**src/rtl/uart_bridge_pkg.sv**
```systemverilog
// Shared types and byte constants for the UART register bridge.
package uart_bridge_pkg;

    typedef enum logic [2:0] {
        ST_IDLE,
        ST_GET_ADDR,
        ST_GET_DATA,
        ST_EXEC,
        ST_SEND
    } state_e;

    typedef enum logic {
        OP_RD = 1'b0,
        OP_WR = 1'b1
    } op_e;

    localparam logic [7:0] CMD_WR  = 8'h57;
    localparam logic [7:0] CMD_RD  = 8'h52;
    localparam logic [7:0] RSP_OK  = 8'h4B;
    localparam logic [7:0] RSP_ERR = 8'h45;

endpackage

```
**src/rtl/uart_bridge_regfile.sv**
```systemverilog
// Register file for the UART bridge: one write port, one combinational read
// port and a flattened view of every register.
module uart_bridge_regfile #(
    parameter int unsigned DATA_WIDTH = 8,
    parameter int unsigned NUM_REGS   = 16,
    parameter int unsigned AW         = 4
) (
    input  logic                           clk_i,
    input  logic                           rst_i,
    input  logic                           we_i,
    input  logic [AW-1:0]                  waddr_i,
    input  logic [DATA_WIDTH-1:0]          wdata_i,
    input  logic [AW-1:0]                  raddr_i,
    output logic [DATA_WIDTH-1:0]          rdata_o,
    output logic [NUM_REGS*DATA_WIDTH-1:0] regs_flat_o
);

    logic [DATA_WIDTH-1:0] regs_q [NUM_REGS];

    always_ff @(posedge clk_i or posedge rst_i) begin
        if (rst_i) begin
            for (int i = 0; i < int'(NUM_REGS); i++) begin
                regs_q[i] <= '0;
            end
        end else if (we_i) begin
            regs_q[waddr_i] <= wdata_i;
        end
    end

    assign rdata_o = regs_q[raddr_i];

    for (genvar g = 0; g < int'(NUM_REGS); g++) begin : g_flat
        assign regs_flat_o[g*DATA_WIDTH +: DATA_WIDTH] = regs_q[g];
    end

endmodule

```
**src/rtl/uart_reg_bridge.sv**
```systemverilog
// Host-side UART command responder: 'W' addr data / 'R' addr -> one response byte.
// Optional inter-byte timeout enabled by defining UART_BRIDGE_TIMEOUT_EN.
module uart_reg_bridge
    import uart_bridge_pkg::*;
#(
    parameter int unsigned DATA_WIDTH     = 8,
    parameter int unsigned NUM_REGS       = 16,
    parameter int unsigned TIMEOUT_CYCLES = 1000
) (
    input  logic                           UCLK,
    input  logic                           reset,
    input  logic [DATA_WIDTH-1:0]          R_data,
    input  logic                           rx_empty,
    output logic                           rd_uart,
    output logic [DATA_WIDTH-1:0]          W_data,
    input  logic                           tx_full,
    output logic                           wr_uart,
    output logic [NUM_REGS*DATA_WIDTH-1:0] regs_flat,
    output logic                           busy,
    output logic                           cmd_err
);

    localparam int unsigned AW = (NUM_REGS > 1) ? $clog2(NUM_REGS) : 1;

    state_e                state_q, state_d;
    op_e                   op_q, op_d;
    logic [AW-1:0]         addr_q, addr_d;
    logic [DATA_WIDTH-1:0] wdata_q, wdata_d;
    logic [DATA_WIDTH-1:0] resp_q, resp_d;
    logic                  err_q, err_d;
    logic                  reg_we;
    logic [DATA_WIDTH-1:0] reg_rdata;
    logic                  tmo_hit;

    assign rd_uart = ((state_q == ST_IDLE) || (state_q == ST_GET_ADDR) ||
                      (state_q == ST_GET_DATA)) && !rx_empty;
    assign wr_uart = (state_q == ST_SEND) && !tx_full;
    assign W_data  = resp_q;
    assign busy    = (state_q != ST_IDLE);
    assign cmd_err = (state_q == ST_EXEC) && err_q;

`ifdef UART_BRIDGE_TIMEOUT_EN
    localparam int unsigned TW = $clog2(TIMEOUT_CYCLES + 1);

    logic [TW-1:0] tmo_q, tmo_d;

    // Idle counter only runs while a command is partially received.
    always_comb begin
        tmo_d = tmo_q;
        if (rd_uart || (state_q == ST_IDLE) || (state_q == ST_EXEC) || (state_q == ST_SEND)) begin
            tmo_d = '0;
        end else if (tmo_q != TW'(TIMEOUT_CYCLES)) begin
            tmo_d = tmo_q + TW'(1);
        end
    end

    always_ff @(posedge UCLK or posedge reset) begin
        if (reset) begin
            tmo_q <= '0;
        end else begin
            tmo_q <= tmo_d;
        end
    end

    assign tmo_hit = (tmo_q == TW'(TIMEOUT_CYCLES));
`else
    assign tmo_hit = 1'b0;
`endif

    always_comb begin
        state_d = state_q;
        op_d    = op_q;
        addr_d  = addr_q;
        wdata_d = wdata_q;
        resp_d  = resp_q;
        err_d   = err_q;
        reg_we  = 1'b0;
        unique case (state_q)
            ST_IDLE: begin
                if (rd_uart) begin
                    if (R_data == DATA_WIDTH'(CMD_WR)) begin
                        op_d    = OP_WR;
                        err_d   = 1'b0;
                        state_d = ST_GET_ADDR;
                    end else if (R_data == DATA_WIDTH'(CMD_RD)) begin
                        op_d    = OP_RD;
                        err_d   = 1'b0;
                        state_d = ST_GET_ADDR;
                    end else begin
                        err_d   = 1'b1;
                        resp_d  = DATA_WIDTH'(RSP_ERR);
                        state_d = ST_EXEC;
                    end
                end
            end
            ST_GET_ADDR: begin
                if (rd_uart) begin
                    addr_d  = R_data[AW-1:0];
                    err_d   = (32'(R_data) >= NUM_REGS);
                    state_d = (op_q == OP_WR) ? ST_GET_DATA : ST_EXEC;
                end else if (tmo_hit) begin
                    state_d = ST_IDLE;
                end
            end
            ST_GET_DATA: begin
                if (rd_uart) begin
                    wdata_d = R_data;
                    state_d = ST_EXEC;
                end else if (tmo_hit) begin
                    state_d = ST_IDLE;
                end
            end
            ST_EXEC: begin
                state_d = ST_SEND;
                if (err_q) begin
                    resp_d = DATA_WIDTH'(RSP_ERR);
                end else if (op_q == OP_WR) begin
                    reg_we = 1'b1;
                    resp_d = DATA_WIDTH'(RSP_OK);
                end else begin
                    resp_d = reg_rdata;
                end
            end
            ST_SEND: begin
                if (wr_uart) begin
                    state_d = ST_IDLE;
                end
            end
            default: state_d = ST_IDLE;
        endcase
    end

    always_ff @(posedge UCLK or posedge reset) begin
        if (reset) begin
            state_q <= ST_IDLE;
            op_q    <= OP_RD;
            addr_q  <= '0;
            wdata_q <= '0;
            resp_q  <= '0;
            err_q   <= 1'b0;
        end else begin
            state_q <= state_d;
            op_q    <= op_d;
            addr_q  <= addr_d;
            wdata_q <= wdata_d;
            resp_q  <= resp_d;
            err_q   <= err_d;
        end
    end

    uart_bridge_regfile #(
        .DATA_WIDTH (DATA_WIDTH),
        .NUM_REGS   (NUM_REGS),
        .AW         (AW)
    ) u_regfile (
        .clk_i       (UCLK),
        .rst_i       (reset),
        .we_i        (reg_we),
        .waddr_i     (addr_q),
        .wdata_i     (wdata_q),
        .raddr_i     (addr_q),
        .rdata_o     (reg_rdata),
        .regs_flat_o (regs_flat)
    );

endmodule

```
**config.mk**
```make
export PLATFORM = sky130hd
export DESIGN_NAME = uart_reg_bridge
export DESIGN_NICKNAME = d
export VERILOG_FILES = /design/src/rtl/uart_bridge_pkg.sv /design/src/rtl/uart_bridge_regfile.sv /design/src/rtl/uart_reg_bridge.sv
export SDC_FILE = /design/constraint.sdc
export NUM_CORES = 1
export LEC_CHECK = 0
export BUFFER_PORTS_ARGS = -buffer_cell sky130_fd_sc_hd__buf_4
export CAP_MARGIN = 10
export CORE_ASPECT_RATIO = 1.4
export CORE_MARGIN = 10
export CORE_UTILIZATION = 35
export CTS_CLUSTER_DIAMETER = 100
export DETAILED_ROUTE_END_ITERATION = 6
export SLEW_MARGIN = 20
export SYNTH_ARGS = -nofsm -noshare
export SYNTH_HDL_FRONTEND = slang
export SYNTH_SLANG_ARGS = --single-unit
```
**constraint.sdc**
```tcl
create_clock -name UCLK -period 4.6 [get_ports UCLK]
set_input_delay 0.46 -clock UCLK [delete_from_list [all_inputs] [get_ports UCLK]]
set_output_delay 0.46 -clock UCLK [all_outputs]
set_load 0.02 [all_outputs]
```
-- Word level (Yosys, flattened, before mapping)
Cells that the tools add are included.
- flip-flop bits (word level): 153
- bits in latches: 0
- memory bits (writable): 0
- memory bits (read-only): 0
- bits of input ports: 12
- output and inout bits: 140
- word-level logic and storage cells: 87
- memories: 0
- $add $sub $neg: 0
- $mul: 0
- divide/modulo/power cells: 0
- $lt $le $gt $ge: 3
- eq/ne operators: 12
- shift-type cells: 0
- mux-type cells: 30
- bitwise operators: 1
- reductions and logical operators: 19
- operator list (operator ; count):
    $bwmux W128 ; 1
    $mux W8 ; 8
    $bmux W8 S4 ; 1
    $demux W8 S4 ; 1
    $eq A8 B7 Y1 const B ; 2
    $pmux W8 S2 ; 1
    $pmux W3 S5 ; 1
    $mux W3 ; 4
    $ne A2 B2 Y1 const B ; 6
    $mux W1 ; 10
    $ge A8 B5 Y1 const B ; 1
    $reduce_and A4 Y1 ; 2
    $eq A3 B2 Y1 const B ; 2
    $reduce_and A3 Y1 ; 2
    $reduce_bool A2 Y1 ; 3
    $ge A5 B5 Y1 const B ; 1
    $lt A5 B1 Y1 const B ; 1
    $not A4 Y5 ; 1
    $logic_and A1 B1 Y1 ; 4
    $mux W2 ; 2
    $reduce_and A2 Y1 ; 2
    $eq A3 B1 Y1 const B ; 1
    $eq A3 B3 Y1 const B ; 1
    $logic_not A3 Y1 ; 1
    other kinds (4) ; 6

-- Longest topological paths before layout
Gate-level depths: netlist (run 1).
- depth in word-level cells: 7
- mapped depth: 7

-- By module
From an unflattened synthesis (run 1), not the netlist that was laid out.
- cells, all modules: 483
- area total of the unflattened synthesis: 7176.9 µm²
- by module, submodules not included (module ; times used ; cells each ; area an instance (µm²) ; seq. area each (µm²)):
    uart_bridge_regfile ; 1 ; 369 ; 5953.2 ; 3203.1
    uart_reg_bridge ; 1 ; 114 ; 1223.7 ; 625.6

-- Least setup slack after synthesis (run 1)
OpenSTA, ideal clock, no wires.
- path type: reg2out
- start point: register state_q[0]
- end point: output port cmd_err
- arrival: 1.372 ns
- path slack: 2.768 ns
- cell stages (with the launch flop): 4
- path buffers: 1
- path through: dfrtp_1 -> clkbuf_1 -> nand2_1 -> nor3b_1
- word-level cells in the longest chain between the ends: 2
- ends and longest elaborated chain (what ; line ; text):
    from (decl) ; uart_reg_bridge.sv:25 ; state_e state_q, state_d;
    from (signal assigned) ; uart_reg_bridge.sv:142 ; state_q <= state_d;
    $eq A3 B2 Y1 ; uart_reg_bridge.sv:40 ; assign cmd_err = (state_q == ST_EXEC) && err_q;
    $logic_and A1 B1 Y1 ; uart_reg_bridge.sv:40 ;
    to (decl) ; uart_reg_bridge.sv:20 ; output logic cmd_err
No other way between the ends.

-- Worst setup path in the final report (run 1)
- start point: register addr_q[1]
- end point: register u_regfile.regs_q, in the netlist u_regfile.regs_flat_o[22]
- word-level cells in the longest chain between the ends: 6
- elaborated cells on any way between the ends: 7
- those cells by class: order compare: 2; mux: 3; bitwise: 1; reduce/logical: 1
- ends and longest elaborated chain (what ; line ; text):
    from (decl) ; uart_reg_bridge.sv:27 ; logic [AW-1:0] addr_q, addr_d;
    from (signal assigned) ; uart_reg_bridge.sv:144 ; addr_q <= addr_d;
    $not A4 Y5 (implied by the code) (*) ; uart_bridge_regfile.sv:26 ; regs_q[waddr_i] <= wdata_i;
    $ge A5 B5 Y1 (implied by the code) / $lt A5 B1 Y1 (equally long branches) ; uart_bridge_regfile.sv:26 ;
    $logic_and A1 B1 Y1 (implied by the code) ; uart_bridge_regfile.sv:26 ;
    $mux W8 (implied by the code) ; uart_bridge_regfile.sv:26 ;
    $demux W8 S4 (*) ; uart_bridge_regfile.sv:26 ;
    $bwmux W128 (*) ; uart_bridge_regfile.sv:26 ;
    to (signal, indexed assignment) ; uart_bridge_regfile.sv:26 ;
    to (decl) ; uart_bridge_regfile.sv:18 ; logic [DATA_WIDTH-1:0] regs_q [NUM_REGS];
Mark *: on every way between the ends. The rest lies on a longest branch, timed or not.
A chain may end at the register's enable or synchronous reset.

==> results.json, run 1 <==
{
  "outcome": "complete, no violations",
  "syn_area_per_cell_sq_um": 15.2,
  "start_util": 0.354,
  "cts_setup_buffers": 0,
  "syn2layout_area_growth_pct": 25.3,
  "synth-main-ff-cell": "dfrtp_1",
  "vias": 4780,
  "reg2reg_from": "addr_q[1]$_DFFE_PP0P_",
  "clk_pin_slew_ps": 60,
  "cts_hold_buf": 0,
  "diodes": 0,
  "finClkSkew_ps": 12.9,
  "reg2reg_to": "u_regfile.regs_flat_o[22]$_DFFE_PP0P_",
  "period_minus_slack_ps": 2660,
  "ys_seq_area_frac": 0.528,
  "first_pass_iters": 4,
  "reg2reg_slack_ps": 1940,
  "rows": 62,
  "root_buffer": "clkbuf_16",
  "holdWs_ps": 178,
  "tns_ps": 0,
  "cts_inserted_buffers": 17,
  "cap_violations": 0,
  "synth_async_sr_flop_share": 1.00,
  "fin_crit_sh": 0.578,
  "grt_pass1_wl_um": 32700,
  "syn_nets": 490,
  "max-slew-margin-rel": 0.307,
  "cp.required_ps": 4900,
  "yosys_warnings": 0,
  "worstPathArrival_ps": 2960,
  "ioPinCount": 152,
  "synth_cell_types": 51,
  "drtIter0Drc": 380,
  "total_leakage_power_nw": 4.62,
  "final_common_cell": "buf_4",
  "cts.sinks": 153,
  "overflow": 0,
  "ff2ff_path_depth": 3,
  "finalWirelength_um": 21700,
  "crit_type": "reg2reg",
  "antenna_found_initial": 0,
  "synth-edff-count": 0,
  "fp.dieW_um": 142,
  "hpwlAfterDp_um": 15800,
  "hold_viol": 0,
  "hold_class": "in2async",
  "finalSetupViolations": 0,
  "final_cell_mix": "154 x buf_4, 150 x dfrtp_1, 134 x mux2_2",
  "clockBufferDepth": 2,
  "die_area_sq_um": 26900,
  "grt_max_degree": 118,
  "gp_congestion": 0.841,
  "crit_fanout": 37,
  "syn-cell-area_sq_um": 7240,
  "layout-drive-gt1-share": 0.613,
  "cp-end-kind": "flip-flop",
  "cp-start-kind": "flip-flop",
  "die_h_um": 190,
  "postSynthCellCount": 478,
  "via_per_inst": 5.40,
  "fmax_mhz": 376,
  "core_sq_um": 20500,
  "cts_max_level": 4,
  "wl_per_cell_um": 24.5,
  "tritoncts": "yes",
  "drtAntennaViolNets": 0,
  "worst_slew_pin_slew_ps": 1040,
  "drc": 0,
  "clock_latency_ps": 420,
  "nFillCells": 1892,
  "port_buffers": 151,
  "rsz0062_at_grt": "no",
  "ir_drop_mv": 0.259,
  "grt_pass1_vias": 5110,
  "ys_ff_latch": 153,
  "nets": 629,
  "post_cts_resized": 0,
  "powerDensity_nw_per_um2": 477,
  "grt_usage": 0.159,
  "drv_slew": 0
}
## kinds of logic after synthesis
group | synth area share
DFF | 0.528
buffers and inverters | 0.0366
xor gates and xnor gates | 0.00121
AOI/OAI and AO/OA | 0.0344
muxes | 0.342
and+or+nand+nor | 0.0572
## Yosys cell counts, types with 2 or more instances
master    number  share of area
buf_2          8         0.0055
nand4b_1       2         0.0024
clkbuf_1      12         0.0062
nand2_2        8         0.0069
a21oi_1        5         0.0035
nand2_1        7         0.0036
mux2i_1        8          0.011
nor3b_2        2         0.0035
and3_4         2         0.0031
a221oi_2       2         0.0041
mux2_4        18          0.037
nand3_1        3         0.0021
buf_4          5         0.0052
nor3_1         3         0.0021
mux2_2       134           0.21
o211ai_1       2         0.0021
mux4_2        26          0.081
o21ai_0        5         0.0035
and3b_1        4         0.0048
a22o_1         2         0.0024
buf_8          2         0.0041
buf_6          7          0.011
inv_1          9         0.0047
nand3b_4       2         0.0055
and3_1         4         0.0035
o22ai_1        7         0.0060
dfrtp_1      153           0.53
nor4_1         4         0.0035
a21o_1         3         0.0031
nor2_1         6         0.0031
mux2_1         3         0.0047
## worst max-delay path by stage
| stage | startpoint | to | slack [ps] | depth (start not counted) |
|---|---|---|---|---|
| 3_3_place_gp | addr_q[1]$_DFFE_PP0P_ | u_regfile.regs_flat_o[21]$_DFFE_PP0P_ | 1950 | 3 |
| 2_1_floorplan | reset | W_data[0]$_DFFE_PP0P_ | 20 | 1 |
| 4_1_cts | addr_q[1]$_DFFE_PP0P_ | u_regfile.regs_flat_o[22]$_DFFE_PP0P_ | 1900 | 3 |
| 6_report | addr_q[1]$_DFFE_PP0P_ | u_regfile.regs_flat_o[22]$_DFFE_PP0P_ | 1940 | 3 |
| 5_1_grt | addr_q[1]$_DFFE_PP0P_ | u_regfile.regs_flat_o[23]$_DFFE_PP0P_ | 1810 | 3 |
| 3_5_place_dp | addr_q[1]$_DFFE_PP0P_ | u_regfile.regs_flat_o[22]$_DFFE_PP0P_ | 1930 | 3 |
## area by class of cell
cell class                      count  area [sq um]  area share
Clock buffer                       19           443      0.0488
Clock inverter                     13           131      0.0145
Inverter                            9          41.3     0.00455
Multi-Input combinational cell    282          3150       0.347
Sequential cell                   153          3830       0.422
Tap cell                          256           320      0.0353
Timing Repair Buffer              154          1160       0.127
## routing by layer
metal  vias to the layer above  track usage  share of wire
li1                       2068            -              -
met1                      2531        0.191           0.40
met2                       148        0.271           0.52
met3                        33       0.0384          0.054
met5                         -            0              0
met4                         0       0.0536          0.022
## where the power goes
part           internal, W  total, W  switching (W)
combinational     0.000514  0.000947       0.000433
sequential         0.00150   0.00201       0.000514
clock             0.000775   0.00137       0.000599
total              0.00279   0.00433        0.00155
## worst max-delay path, cell delays in order (launching register included)
cell and delay (ps):
dfrtp_2 1050, and4_1 530, and3b_1 550, mux2_2 400
## through the flow
stage | power, W | worst slack, ps | utilization | instance area (sq um) | std cells
3_5_place_dp | 0.00299 | 1930 | 0.415 | 8500 | 854
2_1_floorplan | 0.00258 | 18.6 | - | 7240 | 478
5_1_grt | 0.00452 | 1810 | 0.443 | 9070 | 886
4_1_cts | 0.00437 | 1900 | 0.443 | 9070 | 886
3_3_place_gp | 0.00296 | 1950 | 0.415 | 8500 | 854
6_report | 0.00433 | 1940 | 0.443 | 9070 | 886
## flip-flops by register name, summed over array words and instances, names as in the netlist
register	count
state_q	3
wdata_q	8
u_regfile.regs_flat_o	128
err_q	1
W_data	8
op_q	1
addr_q	4
Note: power is estimated with default switching activity, not from simulation.
==> inputs of run 2 (changes only) <==
clock period = 2.42 ns   (was 4.6 ns; I/O delays follow)
==> run 2 against run 1 <==
Register-to-register slack worse by 1700 ps. Clock skew is 2.6 ps lower. First-iteration DRC count is 22% lower. Highest routed layer unchanged. Wire length is 1.7% higher. Hold slack worse by 110 ps. Critical path type unchanged.
==> results.json, run 2 (synthesized netlist as in run 1, its figures left out) <==
{
  "rows": 62,
  "hold_viol": 0,
  "die_h_um": 190,
  "largest_reg_flops": 128,
  "ir_drop_mv": 0.517,
  "powerDensity_nw_per_um2": 902,
  "fp.dieW_um": 142,
  "root_buffer": "clkbuf_16",
  "ioPinCount": 152,
  "cp-end-kind": "flip-flop",
  "diodes": 0,
  "layout-drive-gt1-share": 0.619,
  "cts_max_level": 4,
  "core_sq_um": 20500,
  "tns_ps": 0,
  "drv_slew": 0,
  "clockBufferDepth": 2,
  "holdWs_ps": 68.2,
  "cts_inserted_buffers": 17,
  "cp-start-kind": "flip-flop",
  "total_leakage_power_nw": 4.74,
  "holdPathStages": 2,
  "drtAntennaViolNets": 0,
  "overflow": 0,
  "grt_pass1_vias": 5292,
  "gp_congestion": 0.826,
  "reg2reg_from": "addr_q[0]$_DFFE_PP0P_",
  "reg2reg_slack_ps": 250,
  "grt_pass1_wl_um": 33700,
  "reg2reg_to": "u_regfile.regs_flat_o[112]$_DFFE_PP0P_",
  "finalSetupViolations": 0,
  "finalWirelength_um": 22100,
  "final_common_cell": "buf_4",
  "grt_max_degree": 42,
  "pre_cts_ws_ps": 240,
  "syn2layout_area_growth_pct": 28.3,
  "worst_slew_pin_slew_ps": 704,
  "hpwlAfterDp_um": 16400,
  "min_from": "R_data[5]",
  "drtIter0Drc": 298,
  "fmax_mhz": 462,
  "start_util": 0.354,
  "tritoncts": "yes",
  "drc": 0,
  "first_pass_iters": 5,
  "min_to": "wdata_q[5]$_DFFE_PP0P_",
  "nFillCells": 1872,
  "worst_slack_ps": 254,
  "max-slew-margin-rel": 0.530,
  "crit_type": "reg2reg",
  "cts_setup_buffers": 0,
  "rsz0062_at_grt": "no",
  "via_per_inst": 5.29,
  "finClkSkew_ps": 10.3,
  "ff2ff_path_depth": 4,
  "antenna_found_initial": 0,
  "worstPathArrival_ps": 2460,
  "port_buffers": 151,
  "cap_violations": 0,
  "fin_crit_sh": 0.895,
  "clock_latency_ps": 410,
  "vias": 4780,
  "period_minus_slack_ps": 2170,
  "hold_class": "in2reg",
  "cts.sinks": 153,
  "wl_per_cell_um": 24.4,
  "nets": 647,
  "outcome": "complete, no violations",
  "grt_usage": 0.164,
  "die_area_sq_um": 26900,
  "power.total_w": 0.00838,
  "clk_pin_slew_ps": 60,
  "crit_fanout": 22,
  "final_cell_mix": "165 x buf_4, 152 x dfrtp_1, 134 x mux2_2",
  "cp.required_ps": 2720,
  "post_cts_resized": 0
}
[run 2: cell types whose count changed in the layout (fill, tap and decap cells not counted), sizes merged]
| cell | previous run | this run |
|---|---|---|
| clkinvlp | 2 | 4 |
| bufinv | 1 | 2 |
| dlygate4sd3 | 0 | 1 |
| buf | 154 | 171 |
| inv | 17 | 12 |
| clkinv | 2 | 4 |
[run 2: report_power, final]
group / leakage (nW) / switching (W) / internal [W]
logic: 2.38 / 0.00110 / 0.00106
registers: 2.08 / 0.000738 / 0.00285
clock network: 0.281 / 0.00108 / 0.00156
[run 2: final cells by class]
type / count / area, sq um / share of cell area
Clock buffer: 19 / 443 / 0.0477
Clock inverter: 13 / 141 / 0.0152
Inverter: 9 / 37.5 / 0.00404
Multi-Input combinational cell: 282 / 3150 / 0.339
Sequential cell: 153 / 3830 / 0.412
Tap cell: 256 / 320 / 0.0345
Timing Repair Buffer: 172 / 1370 / 0.147
[run 2: timing repair]
action                                  in CTS  in global routing
hold buffers                                 1                  0
endpoints found under the hold margin       16                  0
endpoints found under the setup margin       0                  0
[run 2: layer usage]
layer / GRT usage / routed length [um] / vias to the layer above
li1: - / - / 2099
met1: 0.193 / 8920 / 2542
met2: 0.285 / 11700 / 116
met3: 0.0399 / 1120 / 23
met4: 0.0524 / 340 / 0
met5: 0 / 0 / -
[run 2: worst max-delay path by stage]
stage | startpoint | to | slack, ps | cells after the start
6_report | addr_q[0]$_DFFE_PP0P_ | u_regfile.regs_flat_o[112]$_DFFE_PP0P_ | 250 | 4
5_1_grt | addr_q[0]$_DFFE_PP0P_ | u_regfile.regs_flat_o[113]$_DFFE_PP0P_ | 160 | 4
4_1_cts | addr_q[0]$_DFFE_PP0P_ | u_regfile.regs_flat_o[118]$_DFFE_PP0P_ | 240 | 4
3_5_place_dp | addr_q[0]$_DFFE_PP0P_ | u_regfile.regs_flat_o[116]$_DFFE_PP0P_ | 240 | 4
3_3_place_gp | addr_q[0]$_DFFE_PP0P_ | u_regfile.regs_flat_o[103]$_DFFE_PP0P_ | 290 | 4
2_1_floorplan | reset | W_data[0]$_DFFE_PP0P_ | 250 | 1
[run 2: metrics by stage]
step | cells | instance area (sq um) | utilization
global route | 904 | 9290 | 0.454
CTS | 904 | 9290 | 0.454
finish | 904 | 9290 | 0.454
floorplan | 478 | 7250 | -
detailed placement | 871 | 8700 | 0.425
global placement | 871 | 8700 | 0.425
[run 2: worst max-delay path: stages (launching register included)]
cell and delay [ps]:
dfrtp_2 820, buf_4 340, and3b_1 250, nand2_2 260, mux2_2 370
